--- src/rtl/fractal_sync_rf_initiator.sv ---
`default_nettype none
// ============================================================================
// Module   : fractal_sync_rf_initiator
// Purpose  : Requester-side front end for one port of a fractal-sync remote
//            register file. Buffers (level, id) sync requests in a small FIFO.
//            Each request is issued to the RF port as a one-cycle check. The RF
//            reply is classified and returned as a registered response.
// Ports    : clk_i, rst_ni (async, active-low)
//            req_*  : request handshake in (valid/ready, level, id)
//            rf_*   : RF port (level/id/check out; present/sig_err/bypass/ignore in)
//            rsp_*  : response handshake out (valid/ready, type, level, id)
//            stat_* : optional statistics (FRACTAL_SYNC_RF_INIT_STATS_EN)
// Response : 00 STORED, 01 MATCH, 10 IGNORED, 11 ERROR
// Revision : 1.0 - initial release
// ============================================================================
module fractal_sync_rf_initiator #(
    parameter int LEVEL_WIDTH = 1,
    parameter int ID_WIDTH    = 1,
    parameter int FIFO_DEPTH  = 2,
    parameter int STAT_WIDTH  = 16
) (
    input  logic                   clk_i,
    input  logic                   rst_ni,
    input  logic                   req_valid_i,
    output logic                   req_ready_o,
    input  logic [LEVEL_WIDTH-1:0] req_level_i,
    input  logic [ID_WIDTH-1:0]    req_id_i,
    output logic [LEVEL_WIDTH-1:0] rf_level_o,
    output logic [ID_WIDTH-1:0]    rf_id_o,
    output logic                   rf_check_o,
    input  logic                   rf_present_i,
    input  logic                   rf_sig_err_i,
    input  logic                   rf_bypass_i,
    input  logic                   rf_ignore_i,
    output logic                   rsp_valid_o,
    input  logic                   rsp_ready_i,
    output logic [1:0]             rsp_type_o,
    output logic [LEVEL_WIDTH-1:0] rsp_level_o,
    output logic [ID_WIDTH-1:0]    rsp_id_o
`ifdef FRACTAL_SYNC_RF_INIT_STATS_EN
    ,
    input  logic                   stat_clr_i,
    output logic [STAT_WIDTH-1:0]  stat_match_o,
    output logic [STAT_WIDTH-1:0]  stat_stored_o,
    output logic [STAT_WIDTH-1:0]  stat_err_o
`endif
);

    localparam int               c_PTR_W = (FIFO_DEPTH > 1) ? $clog2(FIFO_DEPTH) : 1;
    localparam int               c_CNT_W = $clog2(FIFO_DEPTH) + 1;
    localparam logic [c_CNT_W-1:0] c_FULL = c_CNT_W'(FIFO_DEPTH);

    localparam logic [1:0] c_RSP_STORED  = 2'b00;
    localparam logic [1:0] c_RSP_MATCH   = 2'b01;
    localparam logic [1:0] c_RSP_IGNORED = 2'b10;
    localparam logic [1:0] c_RSP_ERROR   = 2'b11;

    typedef enum logic [1:0] {
        S_IDLE  = 2'd0,
        S_ISSUE = 2'd1,
        S_RESP  = 2'd2
    } state_t;

    // ------------------------------------------------------------------
    // Request FIFO
    // ------------------------------------------------------------------
    logic [LEVEL_WIDTH-1:0] r_lvl_mem [FIFO_DEPTH];
    logic [ID_WIDTH-1:0]    r_id_mem  [FIFO_DEPTH];
    logic [c_PTR_W-1:0]     r_wr_ptr;
    logic [c_PTR_W-1:0]     r_rd_ptr;
    logic [c_CNT_W-1:0]     r_count;
    logic [c_CNT_W-1:0]     w_count_next;

    state_t                 r_state;
    logic                   w_full;
    logic                   w_empty;
    logic                   w_push;
    logic                   w_pop;
    logic [LEVEL_WIDTH-1:0] w_head_level;
    logic [ID_WIDTH-1:0]    w_head_id;
    logic [1:0]             w_rsp_type;

    assign w_full  = (r_count == c_FULL);
    assign w_empty = (r_count == '0);
    // Full blocks the push even when a pop frees a slot in the same cycle.
    assign w_push  = req_valid_i & ~w_full;
    assign w_pop   = (r_state == S_ISSUE);

    assign w_head_level = w_empty ? '0 : r_lvl_mem[r_rd_ptr];
    assign w_head_id    = w_empty ? '0 : r_id_mem[r_rd_ptr];

    always_comb begin
        w_count_next = r_count;
        case ({w_push, w_pop})
            2'b10:   w_count_next = r_count + 1'b1;
            2'b01:   w_count_next = r_count - 1'b1;
            default: w_count_next = r_count;
        endcase
    end

    always_ff @(posedge clk_i or negedge rst_ni) begin
        if (!rst_ni) begin
            r_wr_ptr <= '0;
            r_rd_ptr <= '0;
            r_count  <= '0;
            for (int i = 0; i < FIFO_DEPTH; i++) begin
                r_lvl_mem[i] <= '0;
                r_id_mem[i]  <= '0;
            end
        end else begin
            if (w_push) begin
                r_lvl_mem[r_wr_ptr] <= req_level_i;
                r_id_mem[r_wr_ptr]  <= req_id_i;
                r_wr_ptr            <= r_wr_ptr + 1'b1;
            end
            if (w_pop) begin
                r_rd_ptr <= r_rd_ptr + 1'b1;
            end
            r_count <= w_count_next;
        end
    end

    // ------------------------------------------------------------------
    // Reply classification; sig_err outranks a hit, a hit outranks ignore.
    // ------------------------------------------------------------------
    always_comb begin
        w_rsp_type = c_RSP_STORED;
        if (rf_sig_err_i) begin
            w_rsp_type = c_RSP_ERROR;
        end else if (rf_bypass_i | rf_present_i) begin
            w_rsp_type = c_RSP_MATCH;
        end else if (rf_ignore_i) begin
            w_rsp_type = c_RSP_IGNORED;
        end
    end

    // ------------------------------------------------------------------
    // Control FSM with registered check strobe and response
    // ------------------------------------------------------------------
    logic                   r_rf_check;
    logic                   r_rsp_valid;
    logic [1:0]             r_rsp_type;
    logic [LEVEL_WIDTH-1:0] r_rsp_level;
    logic [ID_WIDTH-1:0]    r_rsp_id;

    always_ff @(posedge clk_i or negedge rst_ni) begin
        if (!rst_ni) begin
            r_state     <= S_IDLE;
            r_rf_check  <= 1'b0;
            r_rsp_valid <= 1'b0;
            r_rsp_type  <= '0;
            r_rsp_level <= '0;
            r_rsp_id    <= '0;
        end else begin
            case (r_state)
                S_IDLE: begin
                    if (!w_empty) begin
                        r_state    <= S_ISSUE;
                        r_rf_check <= 1'b1;
                    end
                end
                S_ISSUE: begin
                    r_rf_check  <= 1'b0;
                    r_rsp_valid <= 1'b1;
                    r_rsp_type  <= w_rsp_type;
                    r_rsp_level <= w_head_level;
                    r_rsp_id    <= w_head_id;
                    r_state     <= S_RESP;
                end
                S_RESP: begin
                    if (rsp_ready_i) begin
                        r_rsp_valid <= 1'b0;
                        // A request pushed during this cycle counts as pending.
                        if (w_count_next != '0) begin
                            r_state    <= S_ISSUE;
                            r_rf_check <= 1'b1;
                        end else begin
                            r_state <= S_IDLE;
                        end
                    end
                end
                default: begin
                    r_state     <= S_IDLE;
                    r_rf_check  <= 1'b0;
                    r_rsp_valid <= 1'b0;
                end
            endcase
        end
    end

    assign req_ready_o = ~w_full;
    assign rf_level_o  = w_head_level;
    assign rf_id_o     = w_head_id;
    assign rf_check_o  = r_rf_check;
    assign rsp_valid_o = r_rsp_valid;
    assign rsp_type_o  = r_rsp_type;
    assign rsp_level_o = r_rsp_level;
    assign rsp_id_o    = r_rsp_id;

`ifdef FRACTAL_SYNC_RF_INIT_STATS_EN
    // ------------------------------------------------------------------
    // Saturating statistics; clear wins over a same-cycle increment.
    // ------------------------------------------------------------------
    logic [STAT_WIDTH-1:0] r_stat_match;
    logic [STAT_WIDTH-1:0] r_stat_stored;
    logic [STAT_WIDTH-1:0] r_stat_err;

    always_ff @(posedge clk_i or negedge rst_ni) begin
        if (!rst_ni) begin
            r_stat_match  <= '0;
            r_stat_stored <= '0;
            r_stat_err    <= '0;
        end else if (stat_clr_i) begin
            r_stat_match  <= '0;
            r_stat_stored <= '0;
            r_stat_err    <= '0;
        end else if (w_pop) begin
            if ((w_rsp_type == c_RSP_MATCH) && !(&r_stat_match)) begin
                r_stat_match <= r_stat_match + 1'b1;
            end
            if ((w_rsp_type == c_RSP_STORED) && !(&r_stat_stored)) begin
                r_stat_stored <= r_stat_stored + 1'b1;
            end
            if ((w_rsp_type == c_RSP_ERROR) && !(&r_stat_err)) begin
                r_stat_err <= r_stat_err + 1'b1;
            end
        end
    end

    assign stat_match_o  = r_stat_match;
    assign stat_stored_o = r_stat_stored;
    assign stat_err_o    = r_stat_err;
`else
    // Statistics width only matters when the counters exist.
    logic w_unused_stat_width;
    assign w_unused_stat_width = (STAT_WIDTH > 0);
`endif

endmodule
`default_nettype wire

--- config.mk ---
export PLATFORM = sky130hd
export DESIGN_NAME = fractal_sync_rf_initiator
export DESIGN_NICKNAME = d
export VERILOG_FILES = /design/src/rtl/fractal_sync_rf_initiator.sv
export SDC_FILE = /design/constraint.sdc
export NUM_CORES = 1
export LEC_CHECK = 0
export ABC_CLOCK_PERIOD_IN_PS = 4700
export CAP_MARGIN = 20
export CELL_PAD_IN_SITES_DETAIL_PLACEMENT = 0
export CELL_PAD_IN_SITES_GLOBAL_PLACEMENT = 2
export CORE_MARGIN = 2
export CORE_UTILIZATION = 30
export CTS_BUF_LIST = sky130_fd_sc_hd__clkbuf_4 sky130_fd_sc_hd__clkbuf_8
export DETAILED_ROUTE_END_ITERATION = 8
export PLACE_DENSITY = 0.81
export SETUP_SLACK_MARGIN = 0.1
export SLEW_MARGIN = 10
export SYNTH_ARGS = -nofsm -noshare
export SYNTH_HDL_FRONTEND = slang
export SYNTH_SLANG_ARGS = --single-unit
--- constraint.sdc ---
create_clock -name clk_i -period 4.7 [get_ports clk_i]
set_input_delay 1.41 -clock clk_i [delete_from_list [all_inputs] [get_ports clk_i]]
set_output_delay 1.41 -clock clk_i [all_outputs]
set_load 0.02 [all_outputs]
# Word level (Yosys, flattened, before mapping)
# Index checks and enable logic that the tools add are counted.
[op_classes] eq_ne=8 muxes=26 n_addsub=4 bitwise_logic=6 magnitude_cmp=3 reduce_logical=7
[ops] cell="1-bit 2-to-1 mux" count=14
[ops] cell="2-bit 2-to-1 mux" count=5
[ops] cell="2-bit == test, second input constant" count=3
[ops] cell="2-bit inequality test, second input constant" count=3
[ops] cell="2-bit one-hot mux with 3 select lines" count=1
[ops] cell="2-bit bitwise mux" count=2
[ops] cell="2-bit by 1-bit == test with 1-bit output, second input constant" count=2
[ops] cell="2-bit >= comparator, second input constant" count=2
[ops] cell="2-bit zero test" count=2
[ops] cell="1-bit inverter with 2-bit output" count=2
[ops] cell="2-bit one-hot mux with 2 select lines" count=1
[ops] cell="2-bit AND reduction" count=2
[ops] cell="1-bit one-hot mux with 3 select lines" count=1
[ops] cell="3-bit AND reduction" count=1
[ops] cell="1-bit adder, second input constant" count=2
[ops] cell="2-bit by 1-bit adder with 2-bit output, second input constant" count=1
[ops] cell="2-bit by 1-bit less-than comparator with 1-bit output, second input constant" count=1
[ops] cell="1-bit inverter" count=2
[ops] cell="1-bit one-hot mux with 2 select lines" count=1
[ops] cell="2-bit nonzero test" count=1
[ops] cell="2-bit by 1-bit subtractor with 2-bit output, second input constant" count=1
[ops] cell="1-bit AND" count=1
[ops] cell="1-bit demux with 1-bit select" count=1
[ops] cell="1-bit logical AND" count=1
[ops] cell="1-bit bitwise OR" count=1
[word_totals] word_cells=67 regBits=16 input_bits=10

# Logic depth before layout (Yosys ltp)
[depth] depth_word=9 mapped_depth=7

# Worst setup path before layout
# No wires, ideal clock.
[synth_timing] kind="input-to-reg" start="input port req_valid_i" end="register r_rf_check, in the netlist rf_check_o" path_buffers=0 path_slack_ps=2318 stages=5 arrival_time_ps=2287 required_ps=4605 path_cell_list="nand2_1 -> ha_1 -> nand2b_1 -> o2bb2ai_1 -> o31ai_1"
[synth_between] elab_chain_cells=6 elab_cells_between_ends=7 classes_between="eq/ne (3); mux (1); bitwise (1); reduce/logical (2)"
[synth_lines] element="start: declaration" line_no="24" source="input logic req_valid_i,"
[synth_lines] element="1-bit AND (*)" line_no="86" source="assign w_push = req_valid_i & ~w_full;"
[synth_lines] element="2-bit by 1-bit == test with 1-bit output / 2-bit == test (equally long branches)" line_no="94" source="case ({w_push, w_pop})"
[synth_lines] element="2-bit one-hot mux with 2 select lines (*)" line_no="94"
[synth_lines] element="2-bit nonzero test (*)" line_no="174" source="if (w_count_next != '0) begin"
[synth_lines] element="2-bit inequality test (no source line) (*)"
[synth_lines] element="3-bit AND reduction (no source line) (*)"
[synth_lines] element="end signal: assignment" line_no="163" source="r_rf_check <= 1'b0;"
[synth_lines] element="end signal: assignment" line_no="176" source="r_rf_check <= 1'b1;"
[synth_lines] element="end signal: assignment" line_no="184" source="r_rf_check <= 1'b0;"
[synth_lines] element="end: declaration" line_no="140" source="logic r_rf_check;"
# Mark *: on every way between the ends. The rest lies on a longest branch, timed or not.
# A chain may end at the register's enable or synchronous reset.

# Worst setup path after layout
[layout_timing] start="register r_count[1]" end="output port rf_id_o"
[layout_between] elab_chain_cells=2
[layout_lines] element="start: declaration" line_no="71" source="logic [c_CNT_W-1:0] r_count;"
[layout_lines] element="start signal: assignment" line_no="119" source="r_count <= w_count_next;"
[layout_lines] element="2-bit zero test" line_no="84" source="assign w_empty = (r_count == '0);"
[layout_lines] element="1-bit 2-to-1 mux" line_no="90" source="assign w_head_id = w_empty ? '0 : r_id_mem[r_rd_ptr];"
[layout_lines] element="end: declaration" line_no="29" source="output logic [ID_WIDTH-1:0] rf_id_o,"
# No other way between the ends.

==> flow_metrics.py <==
metrics = {
    "run_status": {
        "status": "finished clean",
    },
    "place": {
        "hpwl_um": 992,
        "dp.cells": 105,
        "portBuffers": 18,
        "gp_congestion": 0.693,
    },
    "job": {
        "drv_cap": 0,
    },
    "layout": {
        "layout.nets": 93,
        "diodes": 0,
        "fin_util": 0.435,
        "drive_above_1_share": 0.123,
        "area_growth_pct": 33.6,
        "multi_input_comb_area_um2": 322,
        "seq_area_um2": 400,
        "stdcell_count": 109,
        "fillers": 233,
    },
    "timing": {
        "setup_tns_ps": 0,
        "slew_viol_final": 0,
        "layout_min_cycle_time_ps": 3060,
        "fin_skew_ps": 3.93,
        "slew_headroom": 0.532,
        "min_period_over_period": 0.650,
        "worst-slew-pin-transition_ps": 701,
        "grt_setup_unrepaired": "no",
        "fmaxAchievable_mhz": 327,
        "finalSetupViolations": 0,
        "hold_viol_final": 0,
        "fin_hold_ws_ps": 499,
    },
    "synth": {
        "synth_enable_flop_cells": 0,
        "synth_ff_type": "dfrtp_1",
        "yosysWarnings": 0,
        "synth.distinct_cells": 22,
        "syn_nets": 71,
        "synth_top_area_share": 0.545,
        "synth_common_cells": "dfrtp_1, nor2_1, nand2_1, xnor2_1, mux2_1",
        "synth.cell_area_um2": 734,
        "synth_area_leaders": "dfrtp_1, mux2_1, xnor2_1",
        "synth-seq-cells": 16,
        "netlist_instances": 60,
        "yosysMostFrequentCell": "dfrtp_1",
        "syn_area_per_cell_um2": 12.2,
        "synthArstFlopShare": 1.00,
        "yosysTopAreaCell": "dfrtp_1",
        "ys_seq_area_frac": 0.545,
    },
    "grt": {
        "grt_pass1_wl_um": 2260,
        "grt_overflow_total": 0,
        "grt_pass1_vias": 516,
        "grt_max_degree": 17,
        "antenna_found_initial": 0,
        "grt.total_usage": 0.114,
    },
    "power": {
        "powerDensity_nw_per_um2": 751,
        "total_power_mw": 0.737,
        "leakage_nw": 0.424,
        "ir_drop_mv": 0.369,
    },
    "worst_setup_path": {
        "path_max_fanout": 4,
        "worst-path-buf-inv": 1,
        "crit_required_ps": 3290,
        "crit_top_cell": "nor2_1",
        "arrival_ps": 1650,
        "path_class": "flop to primary output",
        "crit_start": "r_count[1]",
        "worst_setup_path_end_kind": "primary output",
        "r2r-start": "r_state[0]",
        "crit_chain": "nor2_1, nor2_1, clkdlybuf4s50_1",
        "cp-start-kind": "flop",
        "slowest_delay_ps": 630,
        "critPathSlowestCell": "clkdlybuf4s50_1",
        "crit_family": "buffers and inverters",
    },
    "floorplan": {
        "die_area_um2": 2860,
        "chipWidth_um": 53.5,
        "ios": 19,
        "fp.dieH_um": 53.5,
        "start_util": 0.326,
        "fp-row-count": 17,
        "coreArea_um2": 2250,
    },
    "cts": {
        "cts_hold_buf": 0,
        "cts.clk_slew.worst_paths_ps": 100,
        "clockBufferDepth": 2,
        "postCtsSetupRepairBufs": 0,
        "htreeDepth": 1,
        "cts_tree": "yes",
        "clock_latency_ps": 280,
        "numCtsBuffers": 3,
        "cts_resized": 0,
        "root_buffer": "clkbuf_4",
        "cts_sinks": 16,
    },
    "hold_path": {
        "min_from": "r_lvl_mem[1]",
        "hp-class": "flop to flop",
    },
    "drt": {
        "wl_per_cell_um": 11.9,
        "postRouteWirelength_um": 1300,
        "first_iter_violations": 5,
        "final_antenna_net_count": 0,
        "vias": 489,
        "drc_errors": 0,
        "drt_first_pass_iters": 4,
        "via_per_inst": 4.49,
    },
}
==> flip-flops by register name, indices dropped and copies added, names as in the netlist <==
signal and flops:
r_count 2, r_id_mem 2, r_lvl_mem 2, r_state 2, rsp_type_o 2, r_rd_ptr 1
r_wr_ptr 1, rf_check_o 1, rsp_id_o 1, rsp_level_o 1, rsp_valid_o 1
==> where the power goes <==
part / internal (mW) / leakage [nW] / total, mW / switching [mW]
sequential: 0.210 / 0.189 / 0.267 / 0.0565
combinational: 0.198 / 0.214 / 0.379 / 0.181
clock: 0.0471 / 0.0210 / 0.0903 / 0.0432
==> per-stage QoR <==
stage                     setup slack, ps  area, µm²
after floorplan                      2320        734
after global placement               1700        945
after detailed placement             1660        945
after CTS                            1610        981
after global routing                 1540        981
final                                1640        981
==> layout make-up <==
cell class              instances  share of cell area
clock buffers                   4              0.0370
inverters                       2             0.00765
multi-input cells              41               0.328
flip-flops and latches         16               0.408
well taps                      28              0.0357
repair buffers                 18               0.184
==> path summary, 6_finish.rpt <==
path                                endpoint  slack [ps]  depth (start not counted)
worst min register to register  r_lvl_mem[1]         500                          1
worst max-delay path                 rf_id_o        1640                          3
min in group asynchronous         rf_check_o        1540                          1
worst min-delay path            r_lvl_mem[1]         500                          1
max in group asynchronous        rsp_level_o        2720                          1
worst max register to register    rf_check_o        2920                          6
==> layout by cell type, fill, tap and decap left out, drive strengths merged <==
cell type	netlist	routed
o2bb2ai	1	1
nor3	2	2
mux2	6	6
nand3	1	1
nand2	5	5
o31ai	1	1
o22a	1	1
dfrtp	16	16
clkdlybuf4s50	0	18
nand3b	1	1
clkbuf	0	4
o21ai	2	2
xnor2	5	5
xor2	1	1
inv	2	2
mux2i	2	2
nor4b	1	1
a21oi	1	1
nand2b	4	4
nor2	6	6
ha	1	1
==> kinds of logic (layout without fill, tap and decap cells) <==
group                      Yosys count  after routing  share of synthesized area
DFF                                 16             16                      0.545
xor gates and xnor gates             6              6                     0.0715
and+or+nand+nor                     20             20                      0.175
adders and majority gates            1              1                     0.0170
AOI/OAI and AO/OA                    6              6                     0.0545
muxes                                8              8                      0.119
buffers and inverters                3             24                     0.0170
==> layer usage <==
| layer | share of wire | track usage | vias to the layer above | wire length, µm |
|---|---|---|---|---|
| met2 | 0.43 | 0.169 | 16 | 563 |
| li1 | - | - | 246 | - |
| met1 | 0.49 | 0.150 | 225 | 643 |
| met4 | 0.015 | 0.0769 | 0 | 19 |
| met5 | 0 | 0 | - | 0 |
| met3 | 0.057 | 0.0198 | 2 | 74 |
==> worst register-to-register path: cells and delay by family, from the launching register on <==
kind / cells / cell delay [ps]
adders and majority gates: 1 / 370
AOI/OAI and AO/OA: 2 / 340
buffers and inverters: 1 / 130
DFF: 1 / 440
and+or+nand+nor: 2 / 410
Power figures use the tool's default switching activity.
